[src/rtl/temporizador_param.sv]
// -----------------------------------------------------------------------------
// temporizador_param
//
// Board-level timebase and reset-stretch generator. The module divides
// clock_in into a 1 ms tick, a toggling half-period square wave and a heartbeat
// pulse. It also turns the raw reset button into a synchronised, stretched
// reset for downstream blocks.
//
// Parameters:
//   CLK_HZ    input clock frequency in Hz (multiple of 1 MHz)
//   TOGGLE_MS half-period of medio_sg in ms (>= 1)
//   BEAT_MS   width of latido in ms (1..TOGGLE_MS)
//   RST_US    rst_out stretch after button release in us (>= 1)
//   SEG_W     width of seg_cnt
//
// Ports:
//   clock_in   single clock
//   reset_n    synchronous active-low reset for every flop in the block
//   en         timebase run enable; low freezes the timebase
//   reset_btn  raw asynchronous push button, active-high
//   tick_ms    one-cycle pulse every 1 ms
//   medio_sg   toggles every TOGGLE_MS
//   latido     high for the first BEAT_MS of each medio_sg-high phase
//   rst_out    high while the button is held and for RST_US after release
//   seg_cnt    count of full medio_sg periods (only when
//              TEMPORIZADOR_SEG_CNT_EN is defined)
//
// Optional feature macro: TEMPORIZADOR_SEG_CNT_EN
// -----------------------------------------------------------------------------
module temporizador_param #(
  parameter int CLK_HZ    = 12_000_000,
  parameter int TOGGLE_MS = 500,
  parameter int BEAT_MS   = 100,
  parameter int RST_US    = 100,
  parameter int SEG_W     = 16
) (
  input  logic             clock_in,
  input  logic             reset_n,
  input  logic             en,
  input  logic             reset_btn,
  output logic             tick_ms,
  output logic             medio_sg,
  output logic             latido,
`ifdef TEMPORIZADOR_SEG_CNT_EN
  output logic             rst_out,
  output logic [SEG_W-1:0] seg_cnt
`else
  output logic             rst_out
`endif
);

  localparam int DIV     = CLK_HZ / 1000;
  localparam int RST_CYC = (CLK_HZ / 1_000_000) * RST_US;
  localparam int PRE_W   = (DIV > 1) ? $clog2(DIV) : 1;
  localparam int MS_W    = (TOGGLE_MS > 1) ? $clog2(TOGGLE_MS) : 1;
  localparam int STR_W   = $clog2(RST_CYC + 1);

  localparam logic [PRE_W-1:0] PRE_LAST = PRE_W'(DIV - 1);
  localparam logic [MS_W-1:0]  MS_LAST  = MS_W'(TOGGLE_MS - 1);
  localparam logic [MS_W:0]    BEAT_LIM = (MS_W + 1)'(BEAT_MS);
  localparam logic [STR_W-1:0] STR_LOAD = STR_W'(RST_CYC);

  generate
    if (BEAT_MS > TOGGLE_MS) begin : g_bad_beat
      $error("temporizador_param: BEAT_MS must not exceed TOGGLE_MS");
    end
    if (CLK_HZ % 1_000_000 != 0) begin : g_bad_clk
      $error("temporizador_param: CLK_HZ must be a multiple of 1_000_000");
    end
    if (TOGGLE_MS < 1 || BEAT_MS < 1 || RST_US < 1 || SEG_W < 1) begin : g_bad_range
      $error("temporizador_param: TOGGLE_MS, BEAT_MS, RST_US and SEG_W must be >= 1");
    end
  endgenerate

  logic             btn_p0;
  logic             btn_s;
  logic [STR_W-1:0] str_cnt;
  logic [STR_W-1:0] str_nxt;
  logic             rst_nxt;

  logic [PRE_W-1:0] pre_cnt;
  logic [PRE_W-1:0] pre_nxt;
  logic [MS_W-1:0]  ms_cnt;
  logic [MS_W-1:0]  ms_nxt;
  logic             med_nxt;
  logic             lat_nxt;
  logic             tick_nxt;
  logic             hold_tb;

  // Stretch counter: reload while the button is held, then count down.
  always_comb begin
    str_nxt = str_cnt;
    rst_nxt = 1'b0;
    if (btn_s) begin
      str_nxt = STR_LOAD;
      rst_nxt = 1'b1;
    end else if (str_cnt != '0) begin
      str_nxt = str_cnt - 1'b1;
      rst_nxt = (str_cnt != STR_W'(1));
    end
  end

  // Hold the timebase at zero on the edge rst_out rises and on every edge it
  // is still high, so counting resumes one cycle after rst_out falls.
  assign hold_tb = rst_out | rst_nxt;

  always_comb begin
    pre_nxt  = pre_cnt;
    ms_nxt   = ms_cnt;
    med_nxt  = medio_sg;
    tick_nxt = 1'b0;
    if (hold_tb) begin
      pre_nxt = '0;
      ms_nxt  = '0;
      med_nxt = 1'b0;
    end else if (en) begin
      if (pre_cnt == PRE_LAST) begin
        pre_nxt  = '0;
        tick_nxt = 1'b1;
        if (ms_cnt == MS_LAST) begin
          ms_nxt  = '0;
          med_nxt = ~medio_sg;
        end else begin
          ms_nxt = ms_cnt + 1'b1;
        end
      end else begin
        pre_nxt = pre_cnt + 1'b1;
      end
    end
  end

  // Built from next-state values so latido moves on the same edge as medio_sg.
  assign lat_nxt = med_nxt && ({1'b0, ms_nxt} < BEAT_LIM);

  // Stage p0: first synchroniser flop; stage p1: btn_s, rst_out and timebase.
  always_ff @(posedge clock_in) begin
    if (!reset_n) begin
      btn_p0   <= 1'b0;
      btn_s    <= 1'b0;
      str_cnt  <= '0;
      rst_out  <= 1'b0;
      pre_cnt  <= '0;
      ms_cnt   <= '0;
      medio_sg <= 1'b0;
      latido   <= 1'b0;
      tick_ms  <= 1'b0;
    end else begin
      btn_p0   <= reset_btn;
      btn_s    <= btn_p0;
      str_cnt  <= str_nxt;
      rst_out  <= rst_nxt;
      pre_cnt  <= pre_nxt;
      ms_cnt   <= ms_nxt;
      medio_sg <= med_nxt;
      latido   <= lat_nxt;
      tick_ms  <= tick_nxt;
    end
  end

`ifdef TEMPORIZADOR_SEG_CNT_EN
  logic seg_inc;

  // A natural high-to-low toggle closes one full period; a forced clear by
  // rst_out is not a completed period.
  assign seg_inc = !hold_tb && en && (pre_cnt == PRE_LAST) &&
                   (ms_cnt == MS_LAST) && medio_sg;

  always_ff @(posedge clock_in) begin
    if (!reset_n) begin
      seg_cnt <= '0;
    end else if (seg_inc) begin
      seg_cnt <= seg_cnt + 1'b1;
    end
  end
`endif

endmodule

[config.mk]
export PLATFORM = sky130hd
export DESIGN_NAME = temporizador_param
export DESIGN_NICKNAME = d
export VERILOG_FILES = /design/src/rtl/temporizador_param.sv
export SDC_FILE = /design/constraint.sdc
export NUM_CORES = 1
export LEC_CHECK = 0
export BUFFER_PORTS_ARGS = -buffer_cell sky130_fd_sc_hd__clkbuf_2
export CAP_MARGIN = 5
export CORE_MARGIN = 1.5
export CORE_UTILIZATION = 60
export DETAILED_ROUTE_END_ITERATION = 16
export PLACE_DENSITY = 0.84
export SLEW_MARGIN = 20
export SYNTH_ARGS = -nofsm -noshare
export SYNTH_HDL_FRONTEND = slang
export SYNTH_SLANG_ARGS = --single-unit
[constraint.sdc]
create_clock -name clock_in -period 2.2 [get_ports clock_in]
set_input_delay 0.33 -clock clock_in [delete_from_list [all_inputs] [get_ports clock_in]]
set_output_delay 0.33 -clock clock_in [all_outputs]
set_load 0.005 [all_outputs]
== Yosys cells after proc, flatten, opt, wreduce, memory -nomap -nowiden ==
Index checks and enable logic that the tools add are counted.
Cells by class
  add/subtract/negate cells: 3
  $lt $le $gt $ge: 1
  equality and inequality tests: 3
  muxes and demuxes: 14
  bitwise operators: 4
  reduce and logical (&&, ||, !) cells: 6
Operators with widths (count)
  9-bit 2-to-1 mux: 4
  11-bit 2-to-1 mux: 2
  14-bit by 1-bit adder with 14-bit output (second input constant): 1
  14-bit equality test (second input constant): 1
  14-bit 2-to-1 mux: 1
  11-bit by 1-bit != test with 1-bit output (second input constant): 1
  11-bit nonzero test: 1
  11-bit by 1-bit subtractor with 11-bit output (second input constant): 1
  9-bit by 1-bit adder with 9-bit output (second input constant): 1
  9-bit equality test (second input constant): 1
  9-bit by 7-bit less-than comparator with 1-bit output (second input constant): 1
  1-bit 2-to-1 mux: 7
  2-bit OR reduction: 2
  1-bit NOT: 3
  3-bit OR reduction: 1
  2-bit nonzero test: 1
  1-bit logical AND: 1
  1-bit bitwise OR: 1
Storage, ports and cells
  register bits after elaboration: 40
  output and inout port bits: 4
  word-level logic and storage cells: 41

== Logic depth before layout (Yosys ltp) ==
Gate-level depths: netlist of run 1.
  depth after elaboration: 7
  gate-level depth with buffers: 8
  depth with buffers taken out: 7

== Least setup slack after synthesis of run 1 ==
No wires, ideal clock.
  kind: reg2reg
  start: register pre_cnt[0]
  end: register latido
  setup time: 125 ps
  data arrival time: 1751 ps
  slack: 324 ps
  cell stages (with the launch flop): 8
  buffers on the path: 0
  path through: dfxtp_1 > ha_1 > and4_1 > nand4_1 > nor2_1 > xor2_1 > a21oi_1 > o41a_1
Between the ends
  longest elaborated chain between the ends: 6
RTL lines
  from (decl): line 81  | logic [PRE_W-1:0] pre_cnt;
  from (signal assigned): line 152  | pre_cnt <= pre_nxt;
  14-bit equality test *: line 117  | if (pre_cnt == PRE_LAST) begin
  9-bit 2-to-1 mux: line 117
  9-bit 2-to-1 mux: line 116  | end else if (en) begin
  9-bit 2-to-1 mux: line 112  | if (hold_tb) begin
  9-bit by 7-bit less-than comparator with 1-bit output: line 133  | assign lat_nxt = med_nxt && ({1'b0, ms_nxt} < BEAT_LIM);
  1-bit logical AND *: line 133
  to (signal assigned): line 155  | latido <= lat_nxt;
  to (decl): line 43  | output logic latido,
Mark *: on every way between the ends. The rest lies on a longest branch, timed or not.
A chain may end at the register's enable or synchronous reset.

== Worst setup path after layout of run 1 ==
Same ends and word-level chain as after synthesis.

==> impl_metrics.json, run 1 <==
{
  "antenna_left": 0,
  "place_congestion": 0.867,
  "numCtsBuffers": 5,
  "dominantRegCellSynth": "dfxtp_1",
  "viasPerCell": 5.64,
  "drive_above_1_share": 0.107,
  "dieArea_mm2": 0.00359,
  "total_power_mw": 2.03,
  "setup_ws_ns": 0.124,
  "hp-class": "in -> reg",
  "post-cts-setup-buffers": 0,
  "max_freq_ghz": 0.482,
  "antenna_found_initial": 0,
  "syn-num-nets": 234,
  "grt_use_total": 0.239,
  "synth_fa_ha_area_frac": 0.0322,
  "area_growth_pct": 9.86,
  "cts.sinks": 40,
  "ys.warnings.count": 0,
  "startpoint_type": "register",
  "core-area_mm2": 0.00305,
  "post-route-min-period_ns": 2.08,
  "synthMuxAreaShare": 0.0110,
  "port_buffers": 7,
  "row_count": 20,
  "clk_pin_slew_ns": 0.11,
  "initial_core_util": 0.636,
  "drv_cap": 0,
  "syn_area_mm2": 0.00194,
  "powerDensity_mw_per_mm2": 951,
  "dr.first_iter.drc_count": 145,
  "n_antenna_cell": 0,
  "path_class": "reg -> reg",
  "seq_area_um2": 801,
  "synthCells": 225,
  "wl_per_cell_um": 12.9,
  "relSlewSlack": 0.701,
  "final_max_slew_viol_count": 0,
  "synth_top_family_by_area": "simple AND/OR/NAND/NOR gates",
  "grt_pass1_wl_um": 6420,
  "grt_max_degree": 13,
  "setup_violations": 0,
  "remaining_drc_errors": 0,
  "design_area_mm2": 0.00213,
  "nFillCells": 266,
  "synth.yosys.seq_area_share": 0.412,
  "die_width_um": 59.9,
  "rsz0062_at_grt": "false",
  "final_nets": 250,
  "root_buffer": "clkbuf_4",
  "synth.distinct_cells": 42,
  "io_pins": 8,
  "min_period_over_period": 0.943,
  "async_reset_ff_frac": 0,
  "status": "completed",
  "multiInputGateArea_mm2": 0.00112,
  "ir_worst_vdd_uv": 850,
  "dp.cells": 278,
  "grt_pass1_vias": 1517,
  "crit_arrival_ns": 2.31,
  "worstSetupEndpointType": "register",
  "cts_resized": 0,
  "finalNonFillerCells": 286,
  "cts_tree": "built",
  "hold_violations": 0,
  "synth_seq_cells": 40,
  "clkLatencyLatePin_ns": 0.35,
  "synthSimpleGateAreaFrac": 0.329,
  "synth_compound_gate_area_share": 0.0947,
  "tightest_slew_ns": 0.444,
  "gr-total-overflow": 0,
  "avgSynthCellArea_um2": 8.63,
  "path_max_fanout": 4,
  "wl_um": 3680,
  "tns_ns": 0,
  "dp_slack_ns": 0.204,
  "die_h_um": 59.9,
  "p_leak_nw": 0.757,
  "synth_xor_area_frac": 0.108,
  "dpl.hpwl_um": 2580,
  "hold_buffers": 0,
  "required_ns": 2.43,
  "vias": 1614,
  "synth_edf_count": 0,
  "fin_skew_ns": 0.0108,
  "htreeDepth": 2,
  "drt-pass1-iter-count": 4,
  "cts_max_path_buffers": 2,
  "place_area_mm2": 0.00206
}
-- Yosys cell counts, types with 2 or more instances --
cell,count,area (um^2)
nor4_1,2,12.5
o21a_1,4,30.0
xnor2_1,9,78.8
clkbuf_1,2,7.51
nand2_1,23,86.3
o21ai_0,5,25.0
xor2_1,15,131
nor3_1,8,40.0
ha_1,5,62.6
dfxtp_1,40,801
and3_1,4,25.0
a21oi_1,8,40.0
nand2b_1,4,25.0
nand3_1,9,45.0
nand4_1,10,62.6
nor2b_1,2,12.5
or3_1,3,18.8
nand3b_1,2,15.0
a211oi_1,2,15.0
a21boi_0,2,15.0
nor2_1,38,143
and4_1,4,35.0
inv_1,3,11.3
and2_1,3,18.8
-- logic make-up (layout without fill, tap and decap cells) --
logic type,after synthesis,after routing
xor+xnor,24,24
flops,40,40
mux,2,2
buf+inv,6,23
fa+ha+maj,5,5
simple gates,121,121
compound gates,27,27
-- worst max-delay path, stage by stage, from the launching register on --
cell and delay [ns]:
dfxtp_1 0.38, ha_1 0.22, and4_1 0.27, nand4_1 0.14
nor2_1 0.28, xor2_1 0.20, a21oi_1 0.07, o41a_1 0.41
-- path summary, 6_finish.rpt --
| path | from | to | slack (ns) | cells after the start |
|---|---|---|---|---|
| setup / recovery | pre_cnt[0]$_SDFFE_PP0P_ | latido$_SDFF_PN0_ | 0.12 | 7 |
| hold / removal | reset_btn | btn_p0$_SDFF_PN0_ | 0.18 | 2 |
| setup reg to reg | pre_cnt[0]$_SDFFE_PP0P_ | latido$_SDFF_PN0_ | 0.12 | 7 |
| hold reg to reg | btn_p0$_SDFF_PN0_ | btn_s$_SDFF_PN0_ | 0.46 | 1 |
-- layer usage --
metal,GRT usage,wire (um),vias to the layer above
li1,-,-,822
met1,0.306,1730,730
met2,0.359,1640,52
met3,0.0758,218,10
met4,0.121,93,0
met5,0,0,-
-- cell type report --
type	instances	area share
clock inverter	2	0.0164
tap	44	0.0258
inverter	3	0.00528
multi-input combinational	179	0.524
sequential	40	0.375
clock buffer	6	0.0194
timing repair buffer	12	0.0340
-- cell usage in the layout (no fill, tap or decap), types with 2 or more instances in the layout --
cell type	instances
dfxtp_1	40
nor2_1	38
nand2_1	23
xor2_1	15
nand4_1	10
nand3_1	9
xnor2_1	9
a21oi_1	8
nor3_1	8
clkbuf_2	7
o21ai_0	5
ha_1	5
clkbuf_4	5
buf_4	5
and4_1	4
and3_1	4
nand2b_1	4
o21a_1	4
inv_1	3
or3_1	3
and2_1	3
nor4_1	2
nand3b_1	2
nor2b_1	2
a211oi_1	2
a21boi_0	2
-- state kept, by name, indices dropped and copies added (netlist names) --
name,count
str_cnt,11
rst_out,1
btn_s,1
ms_cnt,9
btn_p0,1
pre_cnt,14
medio_sg,1
latido,1
tick_ms,1
-- stage by stage --
stage / utilization / hold WS (ns)
after floorplan: - / 0.412
after global placement: 0.674 / 0.434
after detailed placement: 0.674 / 0.431
after CTS: 0.699 / 0.175
after global routing: 0.699 / 0.177
final: 0.699 / 0.184
-- where the power goes --
group	switching, mW	internal, mW	leakage [nW]	total [mW]
registers	0.0918	0.819	0.325	0.911
logic	0.343	0.303	0.390	0.645
clock network	0.234	0.238	0.0422	0.473
(Power assumes the default switching activity.)
==> run 2, diff against run 1 <==
--- a/config.mk
+++ b/config.mk
@@ -10,6 +10,7 @@
 export CORE_MARGIN = 1.5
 export CORE_UTILIZATION = 60
 export DETAILED_ROUTE_END_ITERATION = 16
+export MAX_ROUTING_LAYER = met4
 export PLACE_DENSITY = 0.84
 export SLEW_MARGIN = 20
 export SYNTH_ARGS = -nofsm -noshare
==> impl_metrics.json, run 2 (same netlist as run 1, synthesis figures left out) <==
{
  "cts.sinks": 40,
  "die_width_um": 59.9,
  "dp_slack_ns": 0.204,
  "post-route-min-period_ns": 2.07,
  "p_sw_mw": 0.669,
  "antenna_left": 0,
  "rsz0062_at_grt": "false",
  "p_leak_nw": 0.757,
  "place_area_mm2": 0.00206,
  "cts_tree": "built",
  "port_buffers": 7,
  "cts_max_path_buffers": 2,
  "switching_share": 0.330,
  "hp-class": "in -> reg",
  "grt-busiest-layer": "met2",
  "ir_worst_vdd_uv": 850,
  "post-cts-setup-buffers": 0,
  "powerDensity_mw_per_mm2": 951,
  "required_ns": 2.43,
  "row_count": 20,
  "dp.cells": 278,
  "use_met3": 0.0758,
  "grt_pass1_vias": 1517,
  "io_pins": 8,
  "max_freq_ghz": 0.484,
  "drive_above_1_share": 0.107,
  "endpoint": "latido$_SDFF_PN0_",
  "worstSetupEndpointType": "register",
  "numCtsBuffers": 5,
  "root_buffer": "clkbuf_4",
  "top_regs": "pre_cnt x14, str_cnt x11, ms_cnt x9",
  "gr-total-overflow": 0,
  "final_common_cell": "dfxtp_1",
  "wl_per_cell_um": 12.9,
  "p_clk_frac": 0.233,
  "cts_resized": 0,
  "design_area_mm2": 0.00213,
  "vias": 1596,
  "htreeDepth": 2,
  "hold_violations": 0,
  "grt_pass1_wl_um": 6430,
  "finalNonFillerCells": 286,
  "grt_use_total": 0.246,
  "setup_ws_ns": 0.132,
  "startpoint": "pre_cnt[0]$_SDFFE_PP0P_",
  "n_antenna_cell": 0,
  "fin_util": 0.699,
  "grtUsageMet2": 0.359,
  "fin_skew_ns": 0.0110,
  "top_register": "pre_cnt",
  "drt-pass1-iter-count": 4,
  "min_period_over_period": 0.940,
  "worst_hold_slack_ns": 0.183,
  "dieArea_mm2": 0.00359,
  "final_max_slew_viol_count": 0,
  "comb_power_share": 0.318,
  "area_growth_pct": 9.86,
  "remaining_drc_errors": 0,
  "largest_reg_flops": 14,
  "grt_max_degree": 13,
  "status": "completed",
  "dr.first_iter.drc_count": 142,
  "antenna_found_initial": 0,
  "r2r_slack_ns": 0.13,
  "tns_ns": 0,
  "setup_violations": 0,
  "tightest_slew_ns": 0.447,
  "die_h_um": 59.9,
  "clkLatencyLatePin_ns": 0.35,
  "clk_pin_slew_ns": 0.11,
  "core-area_mm2": 0.00305,
  "startpoint_type": "register",
  "dpl.hpwl_um": 2580,
  "crit_arrival_ns": 2.30,
  "relSlewSlack": 0.699,
  "wl_um": 3700,
  "rr_worst_depth": 7,
  "seqPwrFrac": 0.449,
  "r2r_end": "latido$_SDFF_PN0_",
  "path_max_fanout": 4,
  "path_class": "reg -> reg",
  "total_power_mw": 2.03,
  "layout_common_cells": "dfxtp_1 (40), nor2_1 (38), nand2_1 (23)",
  "viasPerCell": 5.58,
  "drv_cap": 0,
  "grt_use_met1": 0.306,
  "internal_power_mw": 1.36,
  "place_congestion": 0.881,
  "initial_core_util": 0.636,
  "r2r-start": "pre_cnt[0]$_SDFFE_PP0P_",
  "final_nets": 250,
  "hold_buffers": 0
}
==> run 2: per-layer routing <==
layer / wire length, um / vias to the layer above / part of all wire
li1: - / 821 / -
met4: 76 / 0 / 0.021
met5: 0 / - / 0
met3: 206 / 8 / 0.056
met1: 1750 / 722 / 0.47
met2: 1670 / 45 / 0.45
==> run 2: worst min-delay path by stage <==
| stage | cells past startpoint | end | slack, ns | from |
|---|---|---|---|---|
| after floorplan | 1 | btn_s$_SDFF_PN0_ | 0.41 | btn_p0$_SDFF_PN0_ |
| after global placement | 1 | btn_s$_SDFF_PN0_ | 0.43 | btn_p0$_SDFF_PN0_ |
| after detailed placement | 1 | btn_s$_SDFF_PN0_ | 0.43 | btn_p0$_SDFF_PN0_ |
| after CTS | 2 | btn_p0$_SDFF_PN0_ | 0.17 | reset_btn |
| after global routing | 2 | btn_p0$_SDFF_PN0_ | 0.18 | reset_btn |
| final | 2 | btn_p0$_SDFF_PN0_ | 0.18 | reset_btn |
==> run 2: worst max-delay path: stages, from the launching register on <==
cell and delay [ns]:
dfxtp_1 0.38, ha_1 0.22, and4_1 0.27, nand4_1 0.14, nor2_1 0.27, xor2_1 0.20, a21oi_1 0.07, o41a_1 0.41
==> run 2: cell type report <==
type                    instances  area (um^2)
clock buffers                   6         41.3
clock inverters                 2         35.0
fillers                       266          920
inverters                       3         11.3
multi-input cells             179         1120
flip-flops and latches         40          801
well taps                      44         55.1
repair buffers                 12         72.6
==> run 2: power by group through the flow <==
stage                     combinational [mW]  sequential [mW]  clock, mW
after global routing                   0.735            0.927      0.517
after detailed placement               0.646            0.925          0
after floorplan                        0.526            0.911          0
after global placement                 0.637            0.925          0
after CTS                              0.649            0.911      0.489
final                                  0.645            0.911      0.473
